$ cat src/rtl/stream_demux_reg_if.sv
// Stream demux handshake bundle: one producer side, CH consumer lanes.
// in_bcast exists only when DEMUX_BROADCAST_EN is defined.
interface stream_demux_reg_if #(
    parameter int DATA_W = 8,
    parameter int CH     = 4,
    parameter int SEL_W  = 2
);
    logic              in_valid;
    logic              in_ready;
    logic [DATA_W-1:0] in_data;
    logic [SEL_W-1:0]  in_sel;
`ifdef DEMUX_BROADCAST_EN
    logic              in_bcast;
`endif
    logic [CH-1:0]        out_valid;
    logic [CH-1:0]        out_ready;
    logic [CH*DATA_W-1:0] out_data;

`ifdef DEMUX_BROADCAST_EN
    modport master (
        output in_valid, in_data, in_sel, in_bcast, out_ready,
        input  in_ready, out_valid, out_data
    );
    modport slave (
        input  in_valid, in_data, in_sel, in_bcast, out_ready,
        output in_ready, out_valid, out_data
    );
`else
    modport master (
        output in_valid, in_data, in_sel, out_ready,
        input  in_ready, out_valid, out_data
    );
    modport slave (
        input  in_valid, in_data, in_sel, out_ready,
        output in_ready, out_valid, out_data
    );
`endif
endinterface

$ cat src/rtl/stream_demux_reg.sv
// Registered 1-to-CH stream demux with per-channel one-entry slots.
// Optional broadcast to all channels via DEMUX_BROADCAST_EN.
module stream_demux_reg #(
    parameter int DATA_W = 8,
    parameter int CH     = 4,
    parameter int SEL_W  = 2,
    parameter int CNT_W  = 8
) (
    input  logic             clk,
    input  logic             rst_n,
    stream_demux_reg_if.slave bus,
    output logic [CNT_W-1:0] drop_cnt
);
    typedef enum logic {
        EMPTY = 1'b0,
        FULL  = 1'b1
    } slot_t;

    localparam logic [SEL_W:0]   CH_L    = (SEL_W+1)'(CH);
    localparam logic [CNT_W-1:0] CNT_MAX = '1;

    slot_t             state_q [CH];
    slot_t             state_d [CH];
    logic [DATA_W-1:0] data_q  [CH];

    logic                 bcast;
    logic                 in_range;
    logic                 rdy;
    logic                 accept;
    logic                 drop;
    logic [CH-1:0]        valid_vec;
    logic [CH-1:0]        can_load;
    logic [CH-1:0]        sel_hit;
    logic [CH-1:0]        load_mask;
    logic [CH-1:0]        load;
    logic [CH*DATA_W-1:0] data_vec;

`ifdef DEMUX_BROADCAST_EN
    assign bcast = bus.in_bcast;
`else
    assign bcast = 1'b0;
`endif

    assign in_range = {1'b0, bus.in_sel} < CH_L;

    // Slot view: which lanes hold a beat and which can take one this cycle
    always_comb begin
        valid_vec = '0;
        sel_hit   = '0;
        for (int c = 0; c < CH; c++) begin
            valid_vec[c] = (state_q[c] == FULL);
            sel_hit[c]   = (bus.in_sel == SEL_W'(c));
        end
        can_load = ~valid_vec | bus.out_ready;
    end

    // Input ready and target lanes; out-of-range beats are always taken
    always_comb begin
        rdy       = 1'b1;
        load_mask = '0;
        if (bcast) begin
            rdy       = &can_load;
            load_mask = '1;
        end else if (in_range) begin
            rdy       = |(sel_hit & can_load);
            load_mask = sel_hit;
        end
    end

    assign accept = bus.in_valid & rdy;
    assign load   = load_mask & {CH{accept}};
    assign drop   = accept & ~bcast & ~in_range;

    // Per-lane slot next state; a load while draining keeps the lane FULL
    always_comb begin
        for (int c = 0; c < CH; c++) begin
            state_d[c] = state_q[c];
        end
        for (int c = 0; c < CH; c++) begin
            unique case (state_q[c])
                EMPTY: begin
                    if (load[c]) begin
                        state_d[c] = FULL;
                    end
                end
                FULL: begin
                    if (bus.out_ready[c] && !load[c]) begin
                        state_d[c] = EMPTY;
                    end
                end
            endcase
        end
    end

    // Slot state registers
    always_ff @(posedge clk or negedge rst_n) begin
        if (!rst_n) begin
            for (int c = 0; c < CH; c++) begin
                state_q[c] <= EMPTY;
            end
        end else begin
            for (int c = 0; c < CH; c++) begin
                state_q[c] <= state_d[c];
            end
        end
    end

    // Lane payload registers; only written on a load, so stalled data holds
    always_ff @(posedge clk or negedge rst_n) begin
        if (!rst_n) begin
            for (int c = 0; c < CH; c++) begin
                data_q[c] <= '0;
            end
        end else begin
            for (int c = 0; c < CH; c++) begin
                if (load[c]) begin
                    data_q[c] <= bus.in_data;
                end
            end
        end
    end

    // Saturating count of discarded out-of-range beats
    always_ff @(posedge clk or negedge rst_n) begin
        if (!rst_n) begin
            drop_cnt <= '0;
        end else if (drop && (drop_cnt != CNT_MAX)) begin
            drop_cnt <= drop_cnt + 1'b1;
        end
    end

    // Pack lane registers onto the flat output bus
    always_comb begin
        data_vec = '0;
        for (int c = 0; c < CH; c++) begin
            data_vec[c*DATA_W +: DATA_W] = data_q[c];
        end
    end

    assign bus.in_ready  = rdy;
    assign bus.out_valid = valid_vec;
    assign bus.out_data  = data_vec;
endmodule

$ cat src/flat_wrapper.sv
// flat-port wrapper written by rule: the top's interface ports become plain ports
module stream_demux_reg_flat 
#(
    parameter int DATA_W = 8,
    parameter int CH     = 4,
    parameter int SEL_W  = 2,
    parameter int CNT_W  = 8
)
  (clk, rst_n, drop_cnt, bus_in_valid, bus_in_data, bus_in_sel, bus_out_ready, bus_in_ready, bus_out_valid, bus_out_data);
  stream_demux_reg_if #(.DATA_W(DATA_W), .CH(CH), .SEL_W(SEL_W)) bus_i ();
  input  logic clk;
  input  logic rst_n;
  output logic [CNT_W-1:0] drop_cnt;
  input wire logic [$bits(bus_i.in_valid)-1:0] bus_in_valid;
  input wire logic [$bits(bus_i.in_data)-1:0] bus_in_data;
  input wire logic [$bits(bus_i.in_sel)-1:0] bus_in_sel;
  input wire logic [$bits(bus_i.out_ready)-1:0] bus_out_ready;
  output wire logic [$bits(bus_i.in_ready)-1:0] bus_in_ready;
  output wire logic [$bits(bus_i.out_valid)-1:0] bus_out_valid;
  output wire logic [$bits(bus_i.out_data)-1:0] bus_out_data;
  assign bus_i.in_valid = bus_in_valid;
  assign bus_i.in_data = bus_in_data;
  assign bus_i.in_sel = bus_in_sel;
  assign bus_i.out_ready = bus_out_ready;
  assign bus_in_ready = bus_i.in_ready;
  assign bus_out_valid = bus_i.out_valid;
  assign bus_out_data = bus_i.out_data;
  stream_demux_reg #(.DATA_W(DATA_W), .CH(CH), .SEL_W(SEL_W), .CNT_W(CNT_W)) u_core (.clk(clk), .rst_n(rst_n), .bus(bus_i), .drop_cnt(drop_cnt));
endmodule
$ cat config.mk
export PLATFORM = sky130hd
export DESIGN_NAME = stream_demux_reg_flat
export DESIGN_NICKNAME = d
export VERILOG_FILES = /design/src/rtl/stream_demux_reg_if.sv /design/src/rtl/stream_demux_reg.sv /design/src/flat_wrapper.sv
export SDC_FILE = /design/constraint.sdc
export NUM_CORES = 1
export LEC_CHECK = 0
export CORE_MARGIN = 2
export CORE_UTILIZATION = 45
export DETAILED_ROUTE_END_ITERATION = 10
export PLACE_DENSITY = 0.84
export SETUP_SLACK_MARGIN = 0.3
export SYNTH_ARGS = -nofsm -noshare
export SYNTH_HDL_FRONTEND = slang
export SYNTH_SLANG_ARGS = --single-unit
$ cat constraint.sdc
create_clock -name clk -period 4 [get_ports clk]
set_input_delay 0.4 -clock clk [delete_from_list [all_inputs] [get_ports clk]]
set_output_delay 0.4 -clock clk [all_outputs]
set_load 0.01 [all_outputs]
Word level (Yosys, flattened, before mapping)
Index checks and enable logic that the tools add are counted.
{"block": "totals", "reg_bits": 36, "inputBits": 17, "out_inout_bits": 45, "elab_cells": 42}
{"block": "op_classes", "n_eq_ne": 3, "mux": 12, "bitwise": 9, "n_reduce_logical": 10}
{"operator": "AND 4 bit", "count": 2}
{"operator": "2-to-1 mux 1 bit", "count": 8}
{"operator": "one-hot mux 1 bit (2 select lines)", "count": 4}
{"operator": "equality test 2 bit, second input constant", "count": 2}
{"operator": "logical AND 1 bit", "count": 4}
{"operator": "logical NOT 1 bit", "count": 4}
{"operator": "NOT 1 bit", "count": 4}
{"operator": "NOT 4 bit", "count": 1}
{"operator": "OR 4 bit", "count": 1}
{"operator": "OR reduction 4 bit", "count": 1}
{"operator": "equality test 2 x 1 -> 1 bit, second input constant", "count": 1}
{"operator": "logical NOT 2 bit", "count": 1}
{"operator": "AND 1 bit", "count": 1}

Logic depth before layout (Yosys ltp)
Gate-level depths: netlist of run 1.
{"block": "logic_depth", "word_depth": 10, "depth_mapped": 4, "ltp_nobuf": 3}

Least setup slack after synthesis of run 1
Ideal clock, no wire load.
{"block": "synth_path", "path_type": "input -> output", "start": "input port bus_out_ready[0]", "end": "output port bus_in_ready", "t_arrival_ps": 1049, "required_ps": 3600, "setup_slack_ps": 2551, "cell_stages": 2, "n_path_buf": 0, "path_cell_list": "nand2b_1 mux4_2"}
{"block": "synth_via", "elab_chain_cells": 3}
{"element": "start: declaration", "line_no": "flat_wrapper.sv:17", "rtl": "input wire logic [$bits(bus_i.out_ready)-1:0] bus_out_ready;"}
{"element": "OR 4 bit", "line_no": "stream_demux_reg.sv:54", "rtl": "can_load = ~valid_vec | bus.out_ready;"}
{"element": "AND 4 bit", "line_no": "stream_demux_reg.sv:65", "rtl": "rdy = |(sel_hit & can_load);"}
{"element": "OR reduction 4 bit", "line_no": "stream_demux_reg.sv:65"}
{"element": "end: declaration", "line_no": "flat_wrapper.sv:18", "rtl": "output wire logic [$bits(bus_i.in_ready)-1:0] bus_in_ready;"}
Every way passes these cells.

Worst setup path in the final report of run 1
{"block": "layout_path", "start": "input port bus_in_sel[0]", "end": "output port bus_in_ready"}
{"block": "layout_via", "elab_chain_cells": 3}
{"element": "start: declaration", "line_no": "flat_wrapper.sv:16", "rtl": "input wire logic [$bits(bus_i.in_sel)-1:0] bus_in_sel;"}
{"element": "equality test 2 x 1 -> 1 bit (tied with other cells)", "line_no": "stream_demux_reg.sv:52", "rtl": "sel_hit[c] = (bus.in_sel == SEL_W'(c));"}
{"element": "AND 4 bit *", "line_no": "stream_demux_reg.sv:65"}
{"element": "OR reduction 4 bit *", "line_no": "stream_demux_reg.sv:65"}
Mark *: on every way between the ends. The rest lies on a longest branch, timed or not.

==> impl_metrics.json, run 1 <==
{
  "status": "complete, no violations",
  "synthTopCellsByArea": "dfrtp_1 62%, mux2_2 25%, buf_4 4.1%",
  "synth_top_cell_area_share": 0.617,
  "period_minus_slack_ns": 2.38,
  "synth_ff_type": "dfrtp_1",
  "crit_required_ns": 3.60,
  "r2r_end": "u_core.bus.out_data[30]",
  "route.vias.total": 959,
  "cts_sinks": 36,
  "syn_to_final_growth_pct": 42.8,
  "rr_worst_depth": 3,
  "synth_top_area_cell": "dfrtp_1",
  "critical_path.most_common_cell": "clkdlybuf4s50_1",
  "hold_viol_final": 0,
  "postCtsSetupRepairBufs": 0,
  "grt_use_total": 0.196,
  "syn-cell-area_um2": 1460,
  "start_kind": "input port",
  "clkTransAtPathRegs_ns": 0.10,
  "fp.dieH_um": 61.0,
  "hold_buffers": 0,
  "tns_ns": 0,
  "relSlewSlack": 0.423,
  "grt_max_degree": 37,
  "ant_nets": 0,
  "cp.arrival_ns": 1.98,
  "r2r_start": "u_core.bus.out_valid[3]",
  "drive_gt1_frac": 0.277,
  "post_synth_num_cell_types": 14,
  "wl_per_cell_um": 15.9,
  "worstSkewPairLatency_ns": 0.33,
  "ir_drop_v": 0.000354,
  "rsz0062_at_grt": "false",
  "finalNetCount": 171,
  "path_buf_inv": 2,
  "worst_clock_skew_ns": 0.00603,
  "detailed_place.area_um2": 2010,
  "drc": 0,
  "overflow": 0,
  "postSynth.asyncResetShare": 1.00,
  "power.leakage_nw": 0.888,
  "clock.fmax_mhz": 421,
  "grt_pass1_wl_um": 4970,
  "max_stage_delay_ns": 0.55,
  "drtIter0Drc": 8,
  "core_um2": 3080,
  "avgSynthCellArea_um2": 15.2,
  "crit_path_max_fanout": 4,
  "h-tree-depth": 2,
  "rows": 20,
  "dieArea_um2": 3720,
  "crit_path_end_kind": "output pin",
  "final_area_um2": 2090,
  "cts_resized": 0,
  "first_pass_iters": 3,
  "hold_path.class": "in -> async",
  "antenna_found_initial": 0,
  "chipWidth_um": 61.0,
  "whs_ns": 0.471,
  "ys_ff_latch": 36,
  "synthTopCellsByCount": "36 x dfrtp_1, 32 x mux2_2, 8 x buf_4, 5 x nand2_1, 4 x nand2b_1",
  "finalCritPeriodShare": 0.594,
  "port_buffers": 53,
  "synth_seq_area_share": 0.617,
  "cts_root_buffer": "clkbuf_4",
  "ios": 62,
  "yosysWarnings": 0,
  "netlist_instances": 96,
  "tightest_slew_ns": 0.863,
  "globalplace.congestion": 0.709,
  "r2r_slack_ns": 2.27,
  "route.final.wire_length_um": 3160,
  "synth_edf_count": 0,
  "max_cap_viol_count": 0,
  "critPathKind": "in -> out",
  "clockBufferDepth": 2,
  "cts_tree": "built",
  "num_antenna_cells": 0,
  "crit_chain": "clkdlybuf4s50_1 > mux4_2 > clkdlybuf4s50_1",
  "finalSetupViolCount": 0,
  "hpwl_um": 2350,
  "grt_pass1_vias": 979,
  "slowest_stage": "clkdlybuf4s50_1",
  "drv_slew": 0,
  "viasPerCell": 4.82,
  "synth_most_common_cell": "dfrtp_1",
  "power.density_nw_per_um2": 489,
  "numCtsBuffers": 5,
  "cp_top_family": "buffers and inverters",
  "initial_core_util": 0.474
}
through the flow:
step / setup WS (ns) / power (W) / std cells / utilization
after detailed placement: 1.59 / 0.000786 / 191 / 0.653
after CTS: 1.62 / 0.00103 / 199 / 0.678
after global routing: 1.58 / 0.00108 / 199 / 0.678
after global placement: 1.60 / 0.000773 / 191 / 0.653
final: 1.62 / 0.00102 / 199 / 0.678
after floorplan: 2.55 / 0.000595 / 103 / -
final cells by class:
class / instances / area (um^2)
Clock buffer: 6 / 41.3
Clock inverter: 2 / 35.0
Fill cell: 253 / 992
Multi-Input combinational cell: 57 / 515
Sequential cell: 36 / 901
Tap cell: 44 / 55.1
Timing Repair Buffer: 54 / 538
layer usage:
layer | share of wire | routed length [um] | vias to the layer above | track usage
met5 | 0 | 0 | - | 0
met4 | 0 | 0 | 0 | 0.0373
met3 | 0.085 | 268 | 0 | 0.0959
met2 | 0.52 | 1640 | 43 | 0.323
met1 | 0.39 | 1250 | 486 | 0.237
li1 | - | - | 430 | -
worst max-delay path by stage:
stage                         endpoint  cells past startpoint  slack [ns]        startpoint
3_5_place_dp   u_core.bus.out_data[30]                      4        1.59     bus_in_sel[1]
5_1_grt                   bus_in_ready                      3        1.58     bus_in_sel[0]
2_1_floorplan             bus_in_ready                      2        2.55  bus_out_ready[0]
3_3_place_gp   u_core.bus.out_data[24]                      4        1.60     bus_in_sel[1]
4_1_cts                   bus_in_ready                      3        1.62     bus_in_sel[0]
6_report                  bus_in_ready                      3        1.62     bus_in_sel[0]
logic make-up after synthesis:
group / count (synthesis) / synth area share
other cells: 1 / 0.00257
simple gates: 15 / 0.0668
flops: 36 / 0.617
mux: 33 / 0.262
buf+inv: 10 / 0.0480
compound gates: 1 / 0.00342
report_power, final:
part	switching [W]	internal [W]
Clock	0.000113	0.000131
Combinational	0.000111	0.000191
Sequential	0.0000391	0.000435
registers in the layout, indices dropped and copies added, names as in the netlist:
| name | flops |
|---|---|
| u_core.bus.out_data | 32 |
| u_core.bus.out_valid | 4 |
placed cells by master, fill, tap and decap left out:
cell             count
clkdlybuf4s50_1     53
dfrtp_1             36
mux2_2              32
conb_1               8
nand2_1              5
clkbuf_4             5
nand2b_1             4
nor2b_1              2
mux4_2               1
nand3_1              1
o21ai_0              1
nand3b_2             1
and3_1               1
nor3b_4              1
clkinv_2             1
bufinv_16            1
clkbuf_1             1
buf_4                1
Note: power is estimated with default switching activity, not from simulation.
==> inputs of run 2 (changes only) <==
--- a/config.mk
+++ b/config.mk
@@ -6,9 +6,9 @@
 export NUM_CORES = 1
 export LEC_CHECK = 0
 export CORE_MARGIN = 2
-export CORE_UTILIZATION = 45
+export CORE_UTILIZATION = 42
 export DETAILED_ROUTE_END_ITERATION = 10
-export PLACE_DENSITY = 0.84
+export PLACE_DENSITY = 0.79
 export SETUP_SLACK_MARGIN = 0.3
 export SYNTH_ARGS = -nofsm -noshare
 export SYNTH_HDL_FRONTEND = slang
==> constraint.sdc (replaced) <==
create_clock -name clk -period 2.41 [get_ports clk]
set_input_delay 0.241 -clock clk [delete_from_list [all_inputs] [get_ports clk]]
set_output_delay 0.241 -clock clk [all_outputs]
set_load 0.01 [all_outputs]
==> run 2 against run 1 <==
Compared with the run above:
- sequential power up 65%
- register-to-register slack worse by 1.4 ns
- clock power up 71%
- worst hold slack worse by 0.17 ns
- non-clock buffer count up 1
- largest power group unchanged
==> impl_metrics.json, run 2 (synthesis gave the netlist of run 1 again) <==
{
  "instances_no_fill": 202,
  "clkPwrFrac": 0.245,
  "largest_register_ffs": 32,
  "chipWidth_um": 63.0,
  "relSlewSlack": 0.624,
  "grt_pass1_vias": 1003,
  "fp.dieH_um": 63.0,
  "worstSkewPairLatency_ns": 0.34,
  "drtIter0Drc": 22,
  "power_switching_w": 0.000447,
  "layout_common_cells": "53 x clkdlybuf4s50_1, 36 x dfrtp_1, 32 x mux2_2",
  "drive_gt1_frac": 0.288,
  "core_um2": 3340,
  "route.final.wire_length_um": 3090,
  "status": "complete, no violations",
  "grt_pass1_wl_um": 5230,
  "share_comb_of_total_power": 0.295,
  "clockBufferDepth": 2,
  "finalCritPeriodShare": 0.843,
  "hpwl_um": 2260,
  "h-tree-depth": 2,
  "clkTransAtPathRegs_ns": 0.11,
  "nFillCells": 258,
  "crit_required_ns": 2.17,
  "clock.fmax_mhz": 492,
  "cp.arrival_ns": 1.79,
  "period_minus_slack_ns": 2.03,
  "grt_use_total": 0.174,
  "crit_path_max_fanout": 3,
  "cts_tree": "built",
  "syn_to_final_growth_pct": 43.8,
  "power.density_nw_per_um2": 811,
  "wl_per_cell_um": 15.3,
  "globalplace.congestion": 0.794,
  "port_buffers": 53,
  "overflow": 0,
  "critPathKind": "in -> out",
  "cts_root_buffer": "clkbuf_4",
  "drc": 0,
  "final_common_cell": "clkdlybuf4s50_1",
  "finalSetupViolCount": 0,
  "route.vias.total": 960,
  "tightest_slew_ns": 0.563,
  "cts_resized": 0,
  "rsz0062_at_grt": "false",
  "ant_nets": 0,
  "numCtsBuffers": 5,
  "start_kind": "input port",
  "fin_ws_ns": 0.378,
  "num_antenna_cells": 0,
  "internal_power_w": 0.00126,
  "ir_drop_v": 0.000473,
  "grt_max_degree": 37,
  "place_ws_ns": 0.381,
  "ios": 62,
  "worst_clock_skew_ns": 0.00953,
  "postCtsSetupRepairBufs": 0,
  "first_pass_iters": 2,
  "p_seq_frac": 0.460,
  "dieArea_um2": 3960,
  "tns_ns": 0,
  "drv_slew": 0,
  "cts_sinks": 36,
  "viasPerCell": 4.75,
  "power.leakage_nw": 0.892,
  "crit_path_end_kind": "output pin",
  "rows": 21,
  "whs_ns": 0.302,
  "initial_core_util": 0.438,
  "hold_path.class": "in -> async",
  "finalNetCount": 172,
  "hold_buffers": 0,
  "hold_viol_final": 0,
  "max_cap_viol_count": 0,
  "p_sw_frac": 0.262,
  "dp.cells": 194,
  "antenna_found_initial": 0
}
run 2: cell count changes in the layout (fill, tap and decap cells not counted), sizes merged:
cell,before,now
buf,1,2
clkbuf,6,5
clkinvlp,0,1
run 2: through the flow:
stage	total power (W)	instance area, um^2	utilization
final	0.00170	2100	0.629
after floorplan	0.000988	1490	-
after detailed placement	0.00130	2020	0.605
after global placement	0.00128	2020	0.605
after CTS	0.00172	2100	0.629
after global routing	0.00180	2100	0.629
run 2: critical path, cell delays in order:
cell             delay, ns
clkdlybuf4s50_1       0.40
nand2b_1              0.20
mux4_2                0.46
clkdlybuf4s50_1       0.49
run 2: worst paths after layout:
path	cells after the start	slack (ns)	startpoint	endpoint
worst max-delay path	4	0.38	bus_out_ready[0]	bus_in_ready
worst min-delay path	2	0.30	rst_n	u_core.bus.out_data[24]
worst max register to register	3	0.86	u_core.bus.out_valid[1]	u_core.bus.out_data[12]
worst min register to register	1	0.51	u_core.bus.out_data[5]	u_core.bus.out_data[5]
max in group asynchronous	2	1.79	rst_n	u_core.bus.out_valid[1]
min in group clk	1	0.51	u_core.bus.out_data[5]	u_core.bus.out_data[5]
run 2: cell type report:
| class | instances | area [um^2] | area share |
|---|---|---|---|
| Tap cell | 46 | 57.6 | 0.0274 |
| Timing Repair Buffer | 55 | 546 | 0.260 |
| Clock buffer | 5 | 37.5 | 0.0179 |
| Sequential cell | 36 | 901 | 0.429 |
| Multi-Input combinational cell | 57 | 515 | 0.246 |
| Clock inverter | 3 | 42.5 | 0.0203 |
run 2: power by group through the flow:
stage / Sequential, W / Clock (W) / Combinational [W]
after floorplan: 0.000848 / 0 / 0.000140
after CTS: 0.000783 / 0.000429 / 0.000510
after global placement: 0.000788 / 0 / 0.000496
after detailed placement: 0.000795 / 0 / 0.000506
after global routing: 0.000799 / 0.000459 / 0.000537
final: 0.000783 / 0.000417 / 0.000503
run 2: metal layers:
layer	up-vias	part of all wire	wire length, um	global-route usage
li1	435	-	-	-
met1	478	0.41	1270	0.217
met2	43	0.50	1530	0.277
met3	4	0.081	250	0.0703
met4	0	0.011	34	0.0500
met5	-	0	0	0
==> inputs of run 3 (changes only) <==
==> constraint.sdc (replaced) <==
create_clock -name clk -period 2.05 [get_ports clk]
set_input_delay 0.205 -clock clk [delete_from_list [all_inputs] [get_ports clk]]
set_output_delay 0.205 -clock clk [all_outputs]
set_load 0.01 [all_outputs]
==> run 3 against run 2 <==
Compared with the run above:
- sequential power rose by 18%
- sequential share of layout area fell by 0.80 points
- clock-buffer cell count did not move
- clock power rose by 18%
- clock skew fell by 0.00067 ns
- first-iteration DRC count fell by 18%
- via count rose by 0.83%
- worst setup slack improved by 0.023 ns
- power rose by 18%
- combinational power rose by 19%
- register-to-register slack got worse by 0.18 ns
- wire length fell by 0.26%
- critical path type is now reg -> out
- largest power group unchanged
- highest routed layer unchanged
==> impl_metrics.json, run 3 (synthesis gave the netlist of run 1 again) <==
{
  "clockBufferDepth": 2,
  "crit_end": "bus_out_valid[1]",
  "h-tree-depth": 2,
  "initial_core_util": 0.438,
  "drv_slew": 0,
  "wl_per_cell_um": 14.8,
  "route.final.wire_length_um": 3080,
  "r2r_start": "u_core.bus.out_valid[1]",
  "route.vias.total": 968,
  "critPathKind": "reg -> out",
  "instances_no_fill": 208,
  "hpwl_um": 2300,
  "hold_viol_final": 0,
  "rr_worst_depth": 4,
  "ir_drop_v": 0.000586,
  "finalSetupViolCount": 0,
  "slowest_stage": "clkdlybuf4s50_1",
  "power.density_nw_per_um2": 940,
  "port_buffers": 53,
  "rows": 21,
  "finalCritPeriodShare": 0.804,
  "crit_path_end_kind": "output pin",
  "worstSkewPairLatency_ns": 0.34,
  "drive_gt1_frac": 0.321,
  "antenna_found_initial": 0,
  "total_power_w": 0.00201,
  "globalplace.congestion": 0.796,
  "max_cap_viol_count": 0,
  "finalNetCount": 178,
  "cts_tree": "built",
  "grt_use_total": 0.169,
  "viasPerCell": 4.65,
  "hold_path.class": "in -> async",
  "r2r_end": "u_core.bus.out_data[14]",
  "crit_path_max_fanout": 2,
  "critical_path.most_common_cell": "buf_4",
  "largest_register_ffs": 32,
  "cp.depth": 3,
  "cp_top_family": "buffers and inverters",
  "path_buf_inv": 3,
  "grt_pass1_vias": 1014,
  "startpoint": "u_core.bus.out_valid[1]",
  "cts_root_buffer": "clkbuf_4",
  "tns_ns": 0,
  "status": "complete, no violations",
  "crit_required_ns": 1.85,
  "start_kind": "register",
  "fp.dieH_um": 63.0,
  "overflow": 0,
  "ios": 62,
  "drtIter0Drc": 18,
  "dieArea_um2": 3960,
  "hold_buffers": 0,
  "r2r_slack_ns": 0.68,
  "drc": 0,
  "final_common_cell": "clkdlybuf4s50_1",
  "cts_sinks": 36,
  "numCtsBuffers": 5,
  "max_stage_delay_ns": 0.47,
  "power.leakage_nw": 0.922,
  "clock.fmax_mhz": 607,
  "clkTransAtPathRegs_ns": 0.11,
  "cp.arrival_ns": 1.44,
  "period_minus_slack_ns": 1.65,
  "chipWidth_um": 63.0,
  "dp.cells": 197,
  "crit_chain": "buf_4 > buf_4 > clkdlybuf4s50_1",
  "rsz0062_at_grt": "false",
  "num_antenna_cells": 0,
  "worst_clock_skew_ns": 0.00886,
  "layout_common_cells": "52 x clkdlybuf4s50_1, 36 x dfrtp_1, 32 x mux2_2",
  "syn_to_final_growth_pct": 46.5,
  "first_pass_iters": 3,
  "nFillCells": 263,
  "ant_nets": 0,
  "grt_max_degree": 37,
  "core_um2": 3340,
  "grt_pass1_wl_um": 5090
}
-- run 3: cell count changes in the layout (fill, tap and decap cells not counted) --
cell | previous run | this run
buf_4 | 2 | 8
clkbuf_2 | 0 | 1
clkdlybuf4s50_1 | 53 | 52
-- run 3: metrics by stage --
stage          area, um^2  hold WS (ns)   util  setup WS (ns)
6_report             2140         0.263  0.641          0.401
5_1_grt              2140         0.276  0.641          0.339
4_1_cts              2140         0.267  0.640          0.317
3_5_place_dp         2040         0.495  0.612         0.0848
3_3_place_gp         2040         0.489  0.612          0.109
2_1_floorplan        1490       -0.0906      -          0.726
-- run 3: repair_timing --
item	4_1_cts	5_1_grt
buffers inserted	2	1
endpoints found under the setup margin	1	1
resized for setup	2	1
-- run 3: area by class of cell --
| cell class | instances | area (um^2) | share of cell area |
|---|---|---|---|
| clock buffer | 5 | 37.5 | 0.0175 |
| clock inverter | 3 | 42.5 | 0.0199 |
| multi-input combinational | 57 | 515 | 0.241 |
| sequential | 36 | 901 | 0.421 |
| tap | 46 | 57.6 | 0.0269 |
| timing repair buffer | 61 | 586 | 0.274 |
-- run 3: worst register-to-register path, stage by stage, from the launching register on --
cell,delay [ns]
dfrtp_1,0.40
nand2b_1,0.13
nor3b_4,0.18
buf_4,0.21
mux2_2,0.35
-- run 3: layer usage --
| layer | track usage | share of wire |
|---|---|---|
| met1 | 0.193 | 0.40 |
| met2 | 0.285 | 0.51 |
| met3 | 0.0865 | 0.094 |
| met4 | 0.0333 | 0.0029 |
| met5 | 0 | 0 |
-- run 3: how the worst min path moves through the flow --
stage / start / end / slack [ns]
final: rst_n / u_core.bus.out_data[4] / 0.26
after global routing: rst_n / u_core.bus.out_data[20] / 0.28
after CTS: rst_n / u_core.bus.out_data[24] / 0.27
after detailed placement: u_core.bus.out_data[6] / u_core.bus.out_data[6] / 0.49
after global placement: u_core.bus.out_data[2] / u_core.bus.out_data[2] / 0.49
after floorplan: rst_n / u_core.bus.out_data[0] / -0.09
-- run 3: report_power, final --
| part | internal (W) | switching (W) | leakage [nW] | total [W] |
|---|---|---|---|---|
| Sequential | 0.000848 | 0.0000729 | 0.431 | 0.000921 |
| Combinational | 0.000381 | 0.000218 | 0.449 | 0.000598 |
| Clock | 0.000254 | 0.000237 | 0.0412 | 0.000491 |
